`src/rtl/hilo_pkg.sv`:
```
// Shared types and default parameters for the HI/LO result controller.
package hilo_pkg;

    localparam int DATA_W_DEF  = 32;
    localparam int TIMEOUT_DEF = 48;
    // Narrowest counter that can hold TIMEOUT_DEF.
    localparam int CNT_W_DEF   = $clog2(TIMEOUT_DEF + 1);

    typedef enum logic [1:0] {
        IDLE      = 2'd0,
        WAIT_MULT = 2'd1,
        WAIT_DIV  = 2'd2
    } state_t;

endpackage

```
`src/rtl/hilo_wdog.sv`:
```
// Watchdog for hilo_ctrl: counts wait cycles and flags the cycle in which
// the count reaches TIMEOUT.
module hilo_wdog
    import hilo_pkg::*;
#(
    parameter int TIMEOUT = TIMEOUT_DEF,
    parameter int CNT_W   = CNT_W_DEF
) (
    input  logic Clock,
    input  logic Reset,
    input  logic clear,
    input  logic enable,
    output logic expired
);

    localparam logic [CNT_W-1:0] LAST_CNT = CNT_W'(TIMEOUT - 1);

    logic [CNT_W-1:0] count_r;

    // Wait-cycle counter, held at zero while cleared.
    always_ff @(posedge Clock) begin
        if (Reset) begin
            count_r <= {CNT_W{1'b0}};
        end else if (clear) begin
            count_r <= {CNT_W{1'b0}};
        end else if (enable) begin
            count_r <= count_r + CNT_W'(1);
        end else begin
            count_r <= count_r;
        end
    end

    // The current wait cycle is the TIMEOUT-th one when count_r sits one below.
    assign expired = enable && (count_r == LAST_CNT);

endmodule

```
`src/rtl/hilo_ctrl.sv`:
```
// HI/LO controller: launches mult/div, commits results, flags div-by-zero and
// hung units. Optional HILO_MT_EN adds direct HI/LO writes (mthi/mtlo).
module hilo_ctrl
    import hilo_pkg::*;
#(
    parameter int DATA_W  = DATA_W_DEF,
    parameter int TIMEOUT = TIMEOUT_DEF,
    parameter int CNT_W   = CNT_W_DEF
) (
    input  logic              Clock,
    input  logic              Reset,
    input  logic              w_MultOp,
    input  logic              w_DivOp,
    output logic              w_MultStart,
    output logic              w_DivStart,
    input  logic              w_MultStop,
    input  logic [DATA_W-1:0] w_MULTHI,
    input  logic [DATA_W-1:0] w_MULTLO,
    input  logic              w_DivStop,
    input  logic [DATA_W-1:0] w_DIVHI,
    input  logic [DATA_W-1:0] w_DIVLO,
    input  logic              w_DivZero,
    output logic [DATA_W-1:0] w_HI,
    output logic [DATA_W-1:0] w_LO,
    output logic              w_Busy,
    output logic              w_Done,
    output logic              w_DivZeroExc,
    output logic              w_Timeout
`ifdef HILO_MT_EN
    ,
    input  logic              w_MTHI,
    input  logic              w_MTLO,
    input  logic [DATA_W-1:0] w_MTData
`endif
);

    state_t            state_r, state_s;
    logic              mult_start_r, mult_start_s;
    logic              div_start_r, div_start_s;
    logic              done_r, done_s;
    logic              dze_r, dze_s;
    logic              timeout_r, timeout_s;
    logic [DATA_W-1:0] hi_r, hi_s;
    logic [DATA_W-1:0] lo_r, lo_s;
    logic              wdog_expired_s;

    hilo_wdog #(
        .TIMEOUT (TIMEOUT),
        .CNT_W   (CNT_W)
    ) u_wdog (
        .Clock   (Clock),
        .Reset   (Reset),
        .clear   (state_r == IDLE),
        .enable  (state_r != IDLE),
        .expired (wdog_expired_s)
    );

    // State register.
    always_ff @(posedge Clock) begin
        if (Reset) begin
            state_r <= IDLE;
        end else begin
            state_r <= state_s;
        end
    end

    // Next-state logic; stops are only honoured from the unit that was launched.
    always_comb begin
        state_s = state_r;
        case (state_r)
            IDLE: begin
                if (w_MultOp) begin
                    state_s = WAIT_MULT;
                end else if (w_DivOp) begin
                    state_s = WAIT_DIV;
                end else begin
                    state_s = IDLE;
                end
            end
            WAIT_MULT: begin
                if (w_MultStop || wdog_expired_s) begin
                    state_s = IDLE;
                end else begin
                    state_s = WAIT_MULT;
                end
            end
            WAIT_DIV: begin
                if (w_DivStop || wdog_expired_s) begin
                    state_s = IDLE;
                end else begin
                    state_s = WAIT_DIV;
                end
            end
            default: state_s = IDLE;
        endcase
    end

    // Output next-values; a stop in the expiry cycle still commits.
    always_comb begin
        mult_start_s = 1'b0;
        div_start_s  = 1'b0;
        done_s       = 1'b0;
        dze_s        = 1'b0;
        timeout_s    = timeout_r;
        hi_s         = hi_r;
        lo_s         = lo_r;
        case (state_r)
            IDLE: begin
                if (w_MultOp) begin
                    mult_start_s = 1'b1;
                end else if (w_DivOp) begin
                    div_start_s = 1'b1;
                end else begin
`ifdef HILO_MT_EN
                    hi_s = w_MTHI ? w_MTData : hi_r;
                    lo_s = w_MTLO ? w_MTData : lo_r;
`else
                    hi_s = hi_r;
                    lo_s = lo_r;
`endif
                end
            end
            WAIT_MULT: begin
                if (w_MultStop) begin
                    hi_s   = w_MULTHI;
                    lo_s   = w_MULTLO;
                    done_s = 1'b1;
                end else if (wdog_expired_s) begin
                    timeout_s = 1'b1;
                end else begin
                    timeout_s = timeout_r;
                end
            end
            WAIT_DIV: begin
                if (w_DivStop) begin
                    if (w_DivZero) begin
                        dze_s = 1'b1;
                    end else begin
                        hi_s   = w_DIVHI;
                        lo_s   = w_DIVLO;
                        done_s = 1'b1;
                    end
                end else if (wdog_expired_s) begin
                    timeout_s = 1'b1;
                end else begin
                    timeout_s = timeout_r;
                end
            end
            default: begin
                timeout_s = timeout_r;
            end
        endcase
    end

    // Output registers.
    always_ff @(posedge Clock) begin
        if (Reset) begin
            mult_start_r <= 1'b0;
            div_start_r  <= 1'b0;
            done_r       <= 1'b0;
            dze_r        <= 1'b0;
            timeout_r    <= 1'b0;
            hi_r         <= {DATA_W{1'b0}};
            lo_r         <= {DATA_W{1'b0}};
        end else begin
            mult_start_r <= mult_start_s;
            div_start_r  <= div_start_s;
            done_r       <= done_s;
            dze_r        <= dze_s;
            timeout_r    <= timeout_s;
            hi_r         <= hi_s;
            lo_r         <= lo_s;
        end
    end

    assign w_MultStart  = mult_start_r;
    assign w_DivStart   = div_start_r;
    assign w_Done       = done_r;
    assign w_DivZeroExc = dze_r;
    assign w_Timeout    = timeout_r;
    assign w_HI         = hi_r;
    assign w_LO         = lo_r;
    assign w_Busy       = (state_r != IDLE);

endmodule
```
`config.mk`:
```
export PLATFORM = sky130hd
export DESIGN_NAME = hilo_ctrl
export DESIGN_NICKNAME = d
export VERILOG_FILES = /design/src/rtl/hilo_pkg.sv /design/src/rtl/hilo_wdog.sv /design/src/rtl/hilo_ctrl.sv
export SDC_FILE = /design/constraint.sdc
export NUM_CORES = 1
export LEC_CHECK = 0
export ABC_CLOCK_PERIOD_IN_PS = 1800
export CORE_MARGIN = 2
export CORE_UTILIZATION = 37
export DETAILED_ROUTE_END_ITERATION = 12
export GPL_TIMING_DRIVEN = 0
export HOLD_SLACK_MARGIN = 0.03
export PLACE_DENSITY = 0.87
export SYNTH_ARGS = -nofsm -noshare
export SYNTH_HDL_FRONTEND = slang
export SYNTH_SLANG_ARGS = --single-unit
```
`constraint.sdc`:
```
create_clock -name Clock -period 1.8 [get_ports Clock]
set_input_delay 0.54 -clock Clock [delete_from_list [all_inputs] [get_ports Clock]]
set_output_delay 0.54 -clock Clock [all_outputs]
set_load 0.01 [all_outputs]
```
==> results.md, run 1 <==
- The final RePlAce weighted congestion is 0.7488.
- The final clock skew is 5.968 ps.
- The achievable frequency is 562.6 MHz.
- The overall die area is 12,520 sq um.
- The die is 111.9 um tall.
- The leading cell type in the layout, fill and taps excluded is sky130_fd_sc_hd__clkdlybuf4s50_1.
- Across all register-to-register paths, the minimum setup slack is 50 ps.
- Setup repair after global routing could not meet its margin everywhere.
- The endpoint required time on the critical path is 1260 ps.
- The share of synthesized area occupied by flip-flops and latches is 35.78%.
- The worst reg2reg path startpoint is state_r[0]$_SDFF_PP0_.
- After floorplanning, the core was divided into 39 placement rows.
- The worst setup path is captured at an output pin.
- The path with the worst hold slack has its endpoint at u_wdog.count_r[0]$_SDFFE_PP0N_.
- The detailed-placement wirelength estimate is 10,370 um.
- In the layout the commonest cells are sky130_fd_sc_hd__clkdlybuf4s50_1, sky130_fd_sc_hd__a211oi_1, sky130_fd_sc_hd__dfxtp_1, sky130_fd_sc_hd__inv_1, sky130_fd_sc_hd__a211oi_2.
- The number of pins with negative max-slew slack in the final report is 0.
- Using the TritonRoute via totals, the vias-per-cell ratio works out to 5.186.
- The end of the worst register-to-register path is w_LO[15]$_SDFFE_PP0P_.
- The sum of internal, switching and leakage power is 5.275 mW.
- Summed over all layers, the global routing overflow is 0.
- The family with the most delay on the worst path is buffers and inverters.
- Compared with the post-synthesis result, the final layout area differs by 65.73%.
- Along the worst path, the maximum fanout reaches 2.
- The final routed wirelength across all metal layers is 13,910 um.
- The largest single stage delay on the critical path is 570 ps.
- In this run the most critical hold path is launched from u_wdog.count_r[0]$_SDFFE_PP0N_.
- The number of antenna diodes in the final layout is 0.
- The total CTS buffers is 9.
- The largest individual stage delay along the critical path comes from the cell sky130_fd_sc_hd__clkdlybuf4s50_1.
- For this run, the share of the core covered by cells in the final layout is 62.79%.
- The number of antenna violations at the first check in global routing is 0.
- For the pin with the worst max-slew slack, the measured transition is 674.7 ps.
- The number of clock sinks is 77.
- The maximum number of buffers from clock root to sink is 2.
- Subtracting the final worst setup slack from the clock period gives 1778 ps.
- The routed wire length per instance is 17.61 um.
- The synthesized net count is 564.
- The CTS tree is yes.
- The first global-routing pass estimated 21,710 um of wire.
- Setup total negative slack on the finished layout was measured at 0 ps.
- The worst setup path is of the reg -> out kind.
- For the worst flop-to-flop path, the logic depth is 7.
- The buffer and inverter count on the worst path is 1.
- The total leakage power is 2.704 nW.
- The largest net degree at the start of global routing is 12.
- The effective utilization at floorplan is 37.89%.
- The cell area after synthesis is 4308 sq um.
- In this run the power density over the cells is 738.9 nW/um^2.
- After clock tree synthesis, the clock-pin slew on the worst setup and hold paths is 60 ps.
- The worst ir drop on vdd is 400.0 uV.
- In this run the horizontal extent of the chip is 111.9 um.
- Global routing consumed, over all layers together, 21.42% of the routing resources.
- For this run, design rule violations remaining after detail routing come to 0.
- The count of input and output buffers is 203.
- The sort of element at the start of the critical path is a register.
- Headroom to the max-slew limit came out at 55.02%.
- The signal on the critical path passes through clkdlybuf4s50_1.
- Before CTS, the worst setup slack after placement is -390.8 ps.
- For this run, the number of Yosys warnings is 0.
- The H-tree depth is 3.
- Synthesis produced 424 cells.
- The flow ran to the end, and the final reports show no timing, DRC or antenna violations.
- 205 I/O pins were placed.
- The tree is rooted in a sky130_fd_sc_hd__clkbuf_16.
- The worst path uses 98.75% of the clock period.
- The synthesized netlist contains 32 unique library cells.
- The number of max-cap violations is 0.
- The fraction of layout cells with a size suffix above 1 is 27.82%.
- The average instance in the mapped netlist occupies 10.16 sq um.
- The clock latency on the worst-skew pair is 330 ps.
- The via count of the first global-routing pass is 4,453.
- Once detail routing completed, the nets flagged for antenna violations numbered 0.
- The number of nets in the final layout is 783.
- The core region is 11,370 sq um.
- The first-pass detailed-route iteration total is 4.
- The final worst setup slack is 22.42 ps.
- The number of hold violations in the final report was 0.
- The first routing iteration left 148 violations.
- STA puts the critical path data arrival time at 1240 ps.
- Counting instances, the worst hold path has a depth of 1.
- In this run, synthesis produced a sequential element count of 77.
- The type of the worst min-delay path is reg -> reg.
- The routed layout has 4,097 vias.
- Setup violations remaining at the end of the flow were counted as 0.
==> per-layer routing <==
metal,GRT usage [%],vias up,routed length [um]
li1,-,1961,-
met1,23.37,1966,5478
met2,39.96,145,7308
met3,5.716,25,833
met4,7.160,0,293
met5,0,-,0
==> worst max-delay path by stage <==
| stage | start | to | slack (ps) | depth (start not counted) |
|---|---|---|---|---|
| 2_1_floorplan | state_r[0]$_SDFF_PP0_ | w_LO[2]$_SDFFE_PP0P_ | 120 | 8 |
| 3_3_place_gp | w_DivZero | w_LO[16]$_SDFFE_PP0P_ | -320 | 6 |
| 3_5_place_dp | w_MultStop | w_LO[9]$_SDFFE_PP0P_ | -390 | 6 |
| 4_1_cts | w_DivZero | w_LO[16]$_SDFFE_PP0P_ | 2 | 6 |
| 5_1_grt | w_DivZero | w_HI[22]$_SDFFE_PP0P_ | -30 | 6 |
| 6_report | w_LO[15]$_SDFFE_PP0P_ | w_LO[15] | 20 | 1 |
==> worst reg2reg max path: stages (launching register included) <==
cell,delay [ps]
sky130_fd_sc_hd__dfxtp_2,340
sky130_fd_sc_hd__buf_4,130
sky130_fd_sc_hd__ha_2,210
sky130_fd_sc_hd__and2b_2,230
sky130_fd_sc_hd__a21o_1,170
sky130_fd_sc_hd__buf_6,150
sky130_fd_sc_hd__buf_6,160
sky130_fd_sc_hd__a211oi_1,260
==> cell usage after synthesis <==
cell type,count,share of area [%]
sky130_fd_sc_hd__a211oi_1,98,17
sky130_fd_sc_hd__dfxtp_1,77,36
sky130_fd_sc_hd__inv_1,68,5.9
sky130_fd_sc_hd__mux2_2,37,9.7
sky130_fd_sc_hd__a211oi_2,30,8.7
sky130_fd_sc_hd__mux2_4,27,9.4
sky130_fd_sc_hd__buf_2,19,2.2
sky130_fd_sc_hd__buf_6,12,3.1
sky130_fd_sc_hd__clkbuf_1,8,0.70
sky130_fd_sc_hd__nand2_1,7,0.61
sky130_fd_sc_hd__nor2_1,7,0.61
sky130_fd_sc_hd__ha_1,5,1.5
sky130_fd_sc_hd__buf_4,4,0.70
sky130_fd_sc_hd__a21oi_1,3,0.35
sky130_fd_sc_hd__nand3_1,2,0.23
sky130_fd_sc_hd__nand3b_1,2,0.35
sky130_fd_sc_hd__o22ai_1,2,0.29
sky130_fd_sc_hd__xor2_1,2,0.41
sky130_fd_sc_hd__a21o_1,1,0.17
sky130_fd_sc_hd__a32o_1,1,0.23
sky130_fd_sc_hd__and2b_1,1,0.17
sky130_fd_sc_hd__and3_1,1,0.15
sky130_fd_sc_hd__buf_1,1,0.087
sky130_fd_sc_hd__nand2b_1,1,0.15
sky130_fd_sc_hd__nand3b_2,1,0.26
sky130_fd_sc_hd__nor3b_1,1,0.17
sky130_fd_sc_hd__nor4b_1,1,0.20
sky130_fd_sc_hd__o21a_1,1,0.17
sky130_fd_sc_hd__o21ai_0,1,0.12
sky130_fd_sc_hd__or2_2,1,0.15
sky130_fd_sc_hd__or3_1,1,0.15
sky130_fd_sc_hd__xnor2_1,1,0.20
==> area by class of cell <==
type | count | area, sq um
Buffer | 44 | 395.4
Clock buffer | 13 | 250.2
Clock inverter | 2 | 10.01
Fill cell | 913 | 4230
Inverter | 68 | 257.7
Multi-Input combinational cell | 235 | 2376
Sequential cell | 77 | 1544
Tap cell | 143 | 178.9
Timing Repair Buffer | 208 | 2127
==> report_power, final <==
part           switching (mW)  internal [mW]  total [mW]  leakage, nW
sequential             0.0923           1.88        1.98        0.632
combinational           0.693          0.980        1.67         1.94
clock                   0.665          0.960        1.63        0.129
==> repair_timing <==
item / 4_1_cts / 5_1_grt
hold buffers: 0 / 0
setup endpoints to repair: 41 / 71
pin swaps: 3 / 8
setup buffers: 1 / 2
cloned: 0 / 2
resized for setup: 34 / 55
==> per-stage QoR <==
stage	std cells	hold WS (ps)	area [sq um]
floorplan	424	417.6	4308
global placement	770	430.4	6519
detailed placement	770	440.9	6519
CTS	786	449.7	6897
global route	790	475.8	7139
finish	790	446.9	7139
==> sequential cells by signal, summed over array words and instances (netlist names) <==
| name | flops |
|---|---|
| w_DivStart | 1 |
| w_HI | 32 |
| state_r | 2 |
| w_Timeout | 1 |
| w_LO | 32 |
| w_Done | 1 |
| u_wdog.count_r | 6 |
| w_DivZeroExc | 1 |
| w_MultStart | 1 |
==> logic make-up (layout without fill, tap and decap cells) <==
logic type / count (synthesis) / in the layout / synth area share [%]
fa+ha+maj: 5 / 5 / 1.452
buf+inv: 112 / 335 / 12.75
simple gates: 26 / 26 / 3.196
flops: 77 / 77 / 35.78
compound gates: 137 / 137 / 27.13
xor+xnor: 3 / 3 / 0.6100
mux: 64 / 64 / 19.08
Note: power is estimated with default switching activity, not from simulation.
==> run 2, diff against run 1 <==
- CORE_UTILIZATION: 37 -> 35
- PLACE_DENSITY: 0.87 -> 0.83
==> run 2 against run 1 <==
  * Count of clock-buffer cells in the layout decreased by 1
  * Via count up 0.71%
  * Sequential power about the same
  * Wire length is 0.36% higher
  * Clock power up 6%
  * Final area is 3.5% higher
  * Register-to-register slack about the same
  * Flip-flop and latch count did not move
  * Global-route usage is 2.0 points lower
  * Largest power group unchanged
  * Highest routed layer unchanged
==> results.md, run 2 (synthesis results as in run 1) <==
- The worst reg-to-reg path cell count is 8.
- On the final layout, the worst clock skew is 6.024 ps.
- The library cell used as clock root buffer is sky130_fd_sc_hd__clkbuf_16.
- The overall die area is 13,210 sq um.
- The total power density per cell area is 735.8 nW/um^2.
- In the routed layout, each cell is associated on average with a via count of 5.183.
- At the end of routability-driven placement, the weighted congestion stood at 0.7652.
- Data on the critical path is required at its endpoint by 1260 ps.
- The end of the worst hold path is w_LO[23]$_SDFFE_PP0P_.
- Measured along the y axis, the die boundary spans 114.9 um.
- Leaving out fill and tap cells, the most frequent cells in the layout are sky130_fd_sc_hd__clkdlybuf4s50_1, sky130_fd_sc_hd__dfxtp_1, sky130_fd_sc_hd__a211oi_2, sky130_fd_sc_hd__inv_1, sky130_fd_sc_hd__a211oi_1.
- The final worst-path cycle share is 99.30%.
- The clock passes through at most 2 buffers.
- The net switching share of the total power is 28.26%.
- The worst-case IR drop observed on VDD is 406.3 uV.
- At the pin with the least slew margin, the transition time is 794.2 ps.
- The count of pins on the block boundary is 205.
- The detailed-placement wirelength estimate is 10,000 um.
- The final core utilization is 61.53%.
- The total CTS buffers is 9.
- The die extent in x is 114.9 um.
- The instance area at placement is 6524 sq um.
- For this design, the sink count on the clock tree is 77.
- Timing would allow up to 559.5 MHz.
- Combinational logic is responsible for 31.9% of the overall power.
- The number of vias in the routed layout is 4,126.
- The antenna cell count is 0.
- The post-route antenna net violation count is 0.
- Hold repair after CTS inserted 0 buffers.
- The number of pins with negative max-slew slack in the final report was 0.
- The number of hold violations in the final report is 0.
- The type of the worst min-delay path is reg -> reg.
- The finished cells cover 7391 sq um.
- The first detailed-routing pass ran for 4 iterations.
- The CTS tree is yes.
- The final-layout worst hold slack is 455.6 ps.
- The hold path startpoint is w_LO[23]$_SDFFE_PP0P_.
- The critical path class is reg -> out.
- The core footprint is 12,010 sq um.
- The largest individual stage delay along the critical path comes from the cell sky130_fd_sc_hd__dfxtp_2.
- The via count of the first global-routing pass is 4,125.
- The clock network accounts for 31.6% of the total power.
- In this run, placement finished with an instance count of 774.
- Setup violations remaining at the end of the flow were counted as 0.
- The final global-route overflow total is 0.
- In the final design database the tool counted 784 nets.
- The signal on the critical path passes through inv_1 > ha_2 > inv_2 > clkdlybuf4s15_2.
- The highest cell delay on the worst timing path is 330 ps.
- The first routing iteration left 193 violations.
- The minimum clock period is 1787 ps.
- The later pin in the worst-skew pair is clocked with a latency of 330 ps.
- The final instance count without filler cells is 796.
- The multi-input gate area in the final layout is 2480 sq um.
- The maximum net fanout on the critical path is 4.
- The register clock-pin slew on the reported worst setup and hold paths is 60 ps.
- Setup repair after global routing could not meet its margin everywhere.
- STA classifies the critical path startpoint as a register.
- The total internal power is 3.901 mW.
- For this configuration, the core starts out at a cell density of 35.86%.
- The number of max-cap violations is 0.
- The run finished with clean final reports.
- Counting the fill cells in the layout gives 974.
- The worst register-to-register path ends at w_HI[21]$_SDFFE_PP0P_.
- The routed wire length per instance is 17.54 um.
- Measured against its own limit, the worst slew margin works out to 47.05%.
- The H-tree depth is 3.
- STA puts the critical path data arrival time at 1250 ps.
- Entering global routing, the biggest net connects 13 pins.
- The wire length of the first global-routing pass is 20,170 um.
- The worst hold path passes through 2 cells.
- The leading cell type in the layout, fill and taps excluded is sky130_fd_sc_hd__clkdlybuf4s50_1.
- Relative to the synthesized area, the layout overhead comes to 71.57%.
- In this run the core area contains 40 standard-cell rows.
- The sum of internal, switching and leakage power is 5.438 mW.
- The total leakage power is 2.949 nW.
- For flop-to-flop paths, the worst setup slack is 40 ps.
- The final routed wirelength across all metal layers is 13,960 um.
- The share of power burned in registers is 36.5%.
- The worst register-to-register path begins at state_r[0]$_SDFF_PP0_.
- In this run the worst setup path begins at state_r[1]$_SDFF_PP0_.
- Input and output buffers added on the ports amount to 203.
- Across every metal layer, demand over resource in global routing totals 19.47%.
- The net switching power is 1.537 mW.
- In the final layout, flip-flops and latches occupy 1544 sq um.
- The capturing element type of the critical path is an output pin.
- The number of antenna violations at the first check in global routing is 0.
- For this run, design rule violations remaining after detail routing come to 0.
- The fraction of layout cells with a size suffix above 1 is 31.59%.
-- run 2: layout make-up --
cell class	count	share of cell area, %
clock buffers	12	3.470
multi-input cells	235	33.55
repair buffers	210	29.96
plain buffers	43	5.874
flip-flops and latches	77	20.89
well taps	147	2.489
inverters	68	3.454
clock inverters	4	0.3047
-- run 2: power by group through the flow --
stage / combinational, mW / clock (mW) / sequential, mW
floorplan: 0.686 / 0 / 2.08
global placement: 1.53 / 0 / 2.01
detailed placement: 1.56 / 0 / 2.02
CTS: 1.61 / 1.73 / 1.98
global route: 1.84 / 1.82 / 2.00
finish: 1.74 / 1.72 / 1.98
-- run 2: worst max-delay path by stage --
stage,end,cells after the start,slack (ps)
after CTS,w_LO[15]$_SDFFE_PP0P_,6,-30
after floorplan,w_LO[2]$_SDFFE_PP0P_,8,120
final,w_Busy,4,10
after global placement,w_HI[29]$_SDFFE_PP0P_,6,-370
after detailed placement,w_HI[29]$_SDFFE_PP0P_,6,-390
after global routing,w_Busy,4,-40
-- run 2: critical path, delay by kind of cell, from the launching register on --
kind	cells	cell delay, ps
buffers and inverters	3	360
flip-flops	1	330
adder cells (fa/ha/maj)	1	230
-- run 2: through the flow --
| step | setup TNS, ps | worst slack, ps |
|---|---|---|
| floorplan | 0 | 122.5 |
| global placement | -18730 | -370.6 |
| detailed placement | -20360 | -392.1 |
| CTS | -219.4 | -33.86 |
| global route | -495.3 | -40.99 |
| finish | 0 | 12.67 |
-- run 2: repair_timing --
action,CTS,global route
cloned,0,3
resized for setup,35,100
setup endpoints to repair,53,83
setup buffers,2,2
pin swaps,3,21
-- run 2: layer usage --
layer	global-route usage, %	part of all wire [%]	vias to the layer above
li1	-	-	1961
met1	21.79	40	1976
met2	35.33	51	162
met3	5.061	6.6	27
met4	7.390	2.5	0
met5	0	0	-
==> run 3, diff against run 2 <==
- SKIP_LAST_GASP: not set -> 1
==> run 3 against run 2 <==
  * Hold slack better by 0.51 ps
  * Critical path depth is 3 lower
  * Sequential power hardly changed
  * Die area stayed put
  * Sequential share of layout area hardly changed
  * Total power hardly changed
  * Flip-flop and latch count stayed put
  * Critical endpoint is now w_LO[29]
==> results.md, run 3 (synthesis results as in run 1) <==
- The clock period could shrink to 1778 ps.
- The highest cell delay on the worst timing path is 560 ps.
- The clock latency on the worst-skew pair is 330 ps.
- In the final layout, the share of cells above drive strength 1 is 31.69%.
- After routing, the total negative slack on setup checks comes to 0 ps.
- The achievable frequency is 562.5 MHz.
- Buffers inserted during clock tree synthesis total 9.
- The total power density per cell area is 733.2 nW/um^2.
- Data arrives at the worst endpoint at 1240 ps.
- The worst relative slew slack is 51.45%.
- Counting every sink on the clock net gives 77.
- The relative area change from synthesis to final layout is 72.09%.
- Entering global routing, the biggest net connects 13 pins.
- Detailed placement ended at an HPWL of 10,000 um.
- The multi-input gate area in the final layout is 2500 sq um.
- The library cell used as clock root buffer is sky130_fd_sc_hd__clkbuf_16.
- The analysis attributes to cell leakage a power of 2.953 nW.
- The fill cell total of the finished layout is 970.
- The antenna cell count is 0.
- The count of pins on the block boundary is 205.
- Setup violations remaining at the end of the flow were counted as 0.
- The H-tree depth is 3.
- The critical path class is reg -> out.
- In this run the worst hold path is classified as reg -> reg.
- The die boundary height is 114.9 um.
- The worst setup path is launched from a register.
- The final core utilization is 61.72%.
- For this run, the post-layout net count is 785.
- The buffer and inverter count on the worst path is 1.
- The final routed wirelength across all metal layers is 13,960 um.
- The worst ir drop on vdd is 409.7 uV.
- The final global-route overflow total is 0.
- After clock tree synthesis, the clock-pin slew on the worst setup and hold paths is 60 ps.
- The flow ran to the end, and the final reports show no timing, DRC or antenna violations.
- The endpoint required time on the critical path is 1260 ps.
- Across the whole layout, storage elements account for 1546 sq um.
- The number of max-cap violations is 0.
- The wire length of the first global-routing pass is 20,160 um.
- Dividing the detail-routed wire length by the instance count gives 17.52 um.
- Once the floorplan was initialized, standard cells occupied 35.86% of the core.
- Before antenna repair, the detailed router went through 6 iterations.
- In this run the deepest clock path goes through 2 buffers.
- The via count of the first global-routing pass came to 4,123.
- For the pin with the worst max-slew slack, the measured transition is 728.2 ps.
- The final clock skew is 4.763 ps.
- At the end of routability-driven placement, the weighted congestion stood at 0.7652.
- The leading cell type in the layout, fill and taps excluded is sky130_fd_sc_hd__clkdlybuf4s50_1.
- The floorplan step set the die width to 114.9 um.
- The number of pins with negative max-slew slack in the final report is 0.
- The number of hold violations in the final report is 0.
- The core footprint is 12,010 sq um.
- The family with the most delay on the worst path is buffers and inverters.
- The die covers 13,210 sq um.
- Global routing consumed, over all layers together, 19.47% of the routing resources.
- The number of DRC markers after the initial detailed-route iteration is 181.
- The detail route stage leaves a number of antenna-violating nets equal to 0.
- The count of input and output buffers is 203.
- In the routed design, unresolved DRC markers number 0.
- Walking the worst path, the cells encountered are clkdlybuf4s50_1.
- After floorplanning, the core was divided into 40 placement rows.
- Dividing the detail-routed via count by the number of cells gives 5.147.
- The cell with the biggest individual delay on the critical path is sky130_fd_sc_hd__clkdlybuf4s50_1.
- The worst setup path is captured at an output pin.
- Along the worst path, the maximum fanout reaches 2.
- The final worst-path cycle share is 98.76%.
- Across all layers, the routed design uses 4,102 vias.
- TritonCTS built the clock tree.
- In the layout the commonest cells are sky130_fd_sc_hd__clkdlybuf4s50_1, sky130_fd_sc_hd__dfxtp_1, sky130_fd_sc_hd__inv_1, sky130_fd_sc_hd__a211oi_2, sky130_fd_sc_hd__a211oi_1.
- The number of antenna violations at the first check in global routing came to 0.
run 3: cell types whose count changed in the layout (fill, tap and decap cells not counted), sizes merged:
cell,before,now
buf,39,41
clkbuf,23,22
run 3: worst paths after layout:
kind,startpoint,slack (ps),depth (start not counted),endpoint
setup / recovery,w_LO[29]$_SDFFE_PP0P_,20,1,w_LO[29]
hold / removal,u_wdog.count_r[0]$_SDFFE_PP0N_,460,1,u_wdog.count_r[0]$_SDFFE_PP0N_
setup reg to reg,state_r[0]$_SDFF_PP0_,40,8,w_HI[20]$_SDFFE_PP0P_
hold reg to reg,u_wdog.count_r[0]$_SDFFE_PP0N_,460,1,u_wdog.count_r[0]$_SDFFE_PP0N_
run 3: routing by layer:
layer  vias up  wire length, um  track usage, %
li1       1966                -               -
met2       163             7150           35.33
met4         0              329           7.390
met3        27              931           5.061
met5         -                0               0
met1      1946             5551           21.79
run 3: timing repair:
| action | in CTS | in global routing |
|---|---|---|
| resized for setup | 31 | 107 |
| hold buffers | 0 | 0 |
| pin swaps | 3 | 8 |
| setup buffers | 2 | 3 |
| endpoints found under the setup margin | 53 | 83 |
| gates cloned | 0 | 3 |
| endpoints found under the hold margin | 0 | 0 |
run 3: power by group:
part           switching, mW  internal [mW]  leakage (nW)
clock                  0.706           1.00         0.138
sequential             0.100           1.88         0.633
combinational          0.724           1.02          2.18
total                   1.53           3.90          2.95
run 3: stage by stage:
stage / power, mW / cell area (sq um) / worst slack, ps / instances / hold WS, ps
floorplan: 2.767 / 4308 / 122.5 / 424 / 417.6
CTS: 5.318 / 6930 / -33.86 / 792 / 459.1
global placement: 3.531 / 6524 / -370.6 / 774 / 429.9
global route: 5.676 / 7413 / -34.19 / 797 / 475.8
detailed placement: 3.572 / 6524 / -392.1 / 774 / 446.1
finish: 5.435 / 7413 / 22.37 / 797 / 456.1
run 3: cell type report:
type | count | share of cell area [%]
Tap cell | 147 | 2.481
Clock buffer | 12 | 3.460
Buffer | 43 | 5.755
Sequential cell | 77 | 20.86
Timing Repair Buffer | 211 | 29.97
Inverter | 68 | 3.443
Multi-Input combinational cell | 235 | 33.72
Clock inverter | 4 | 0.3038
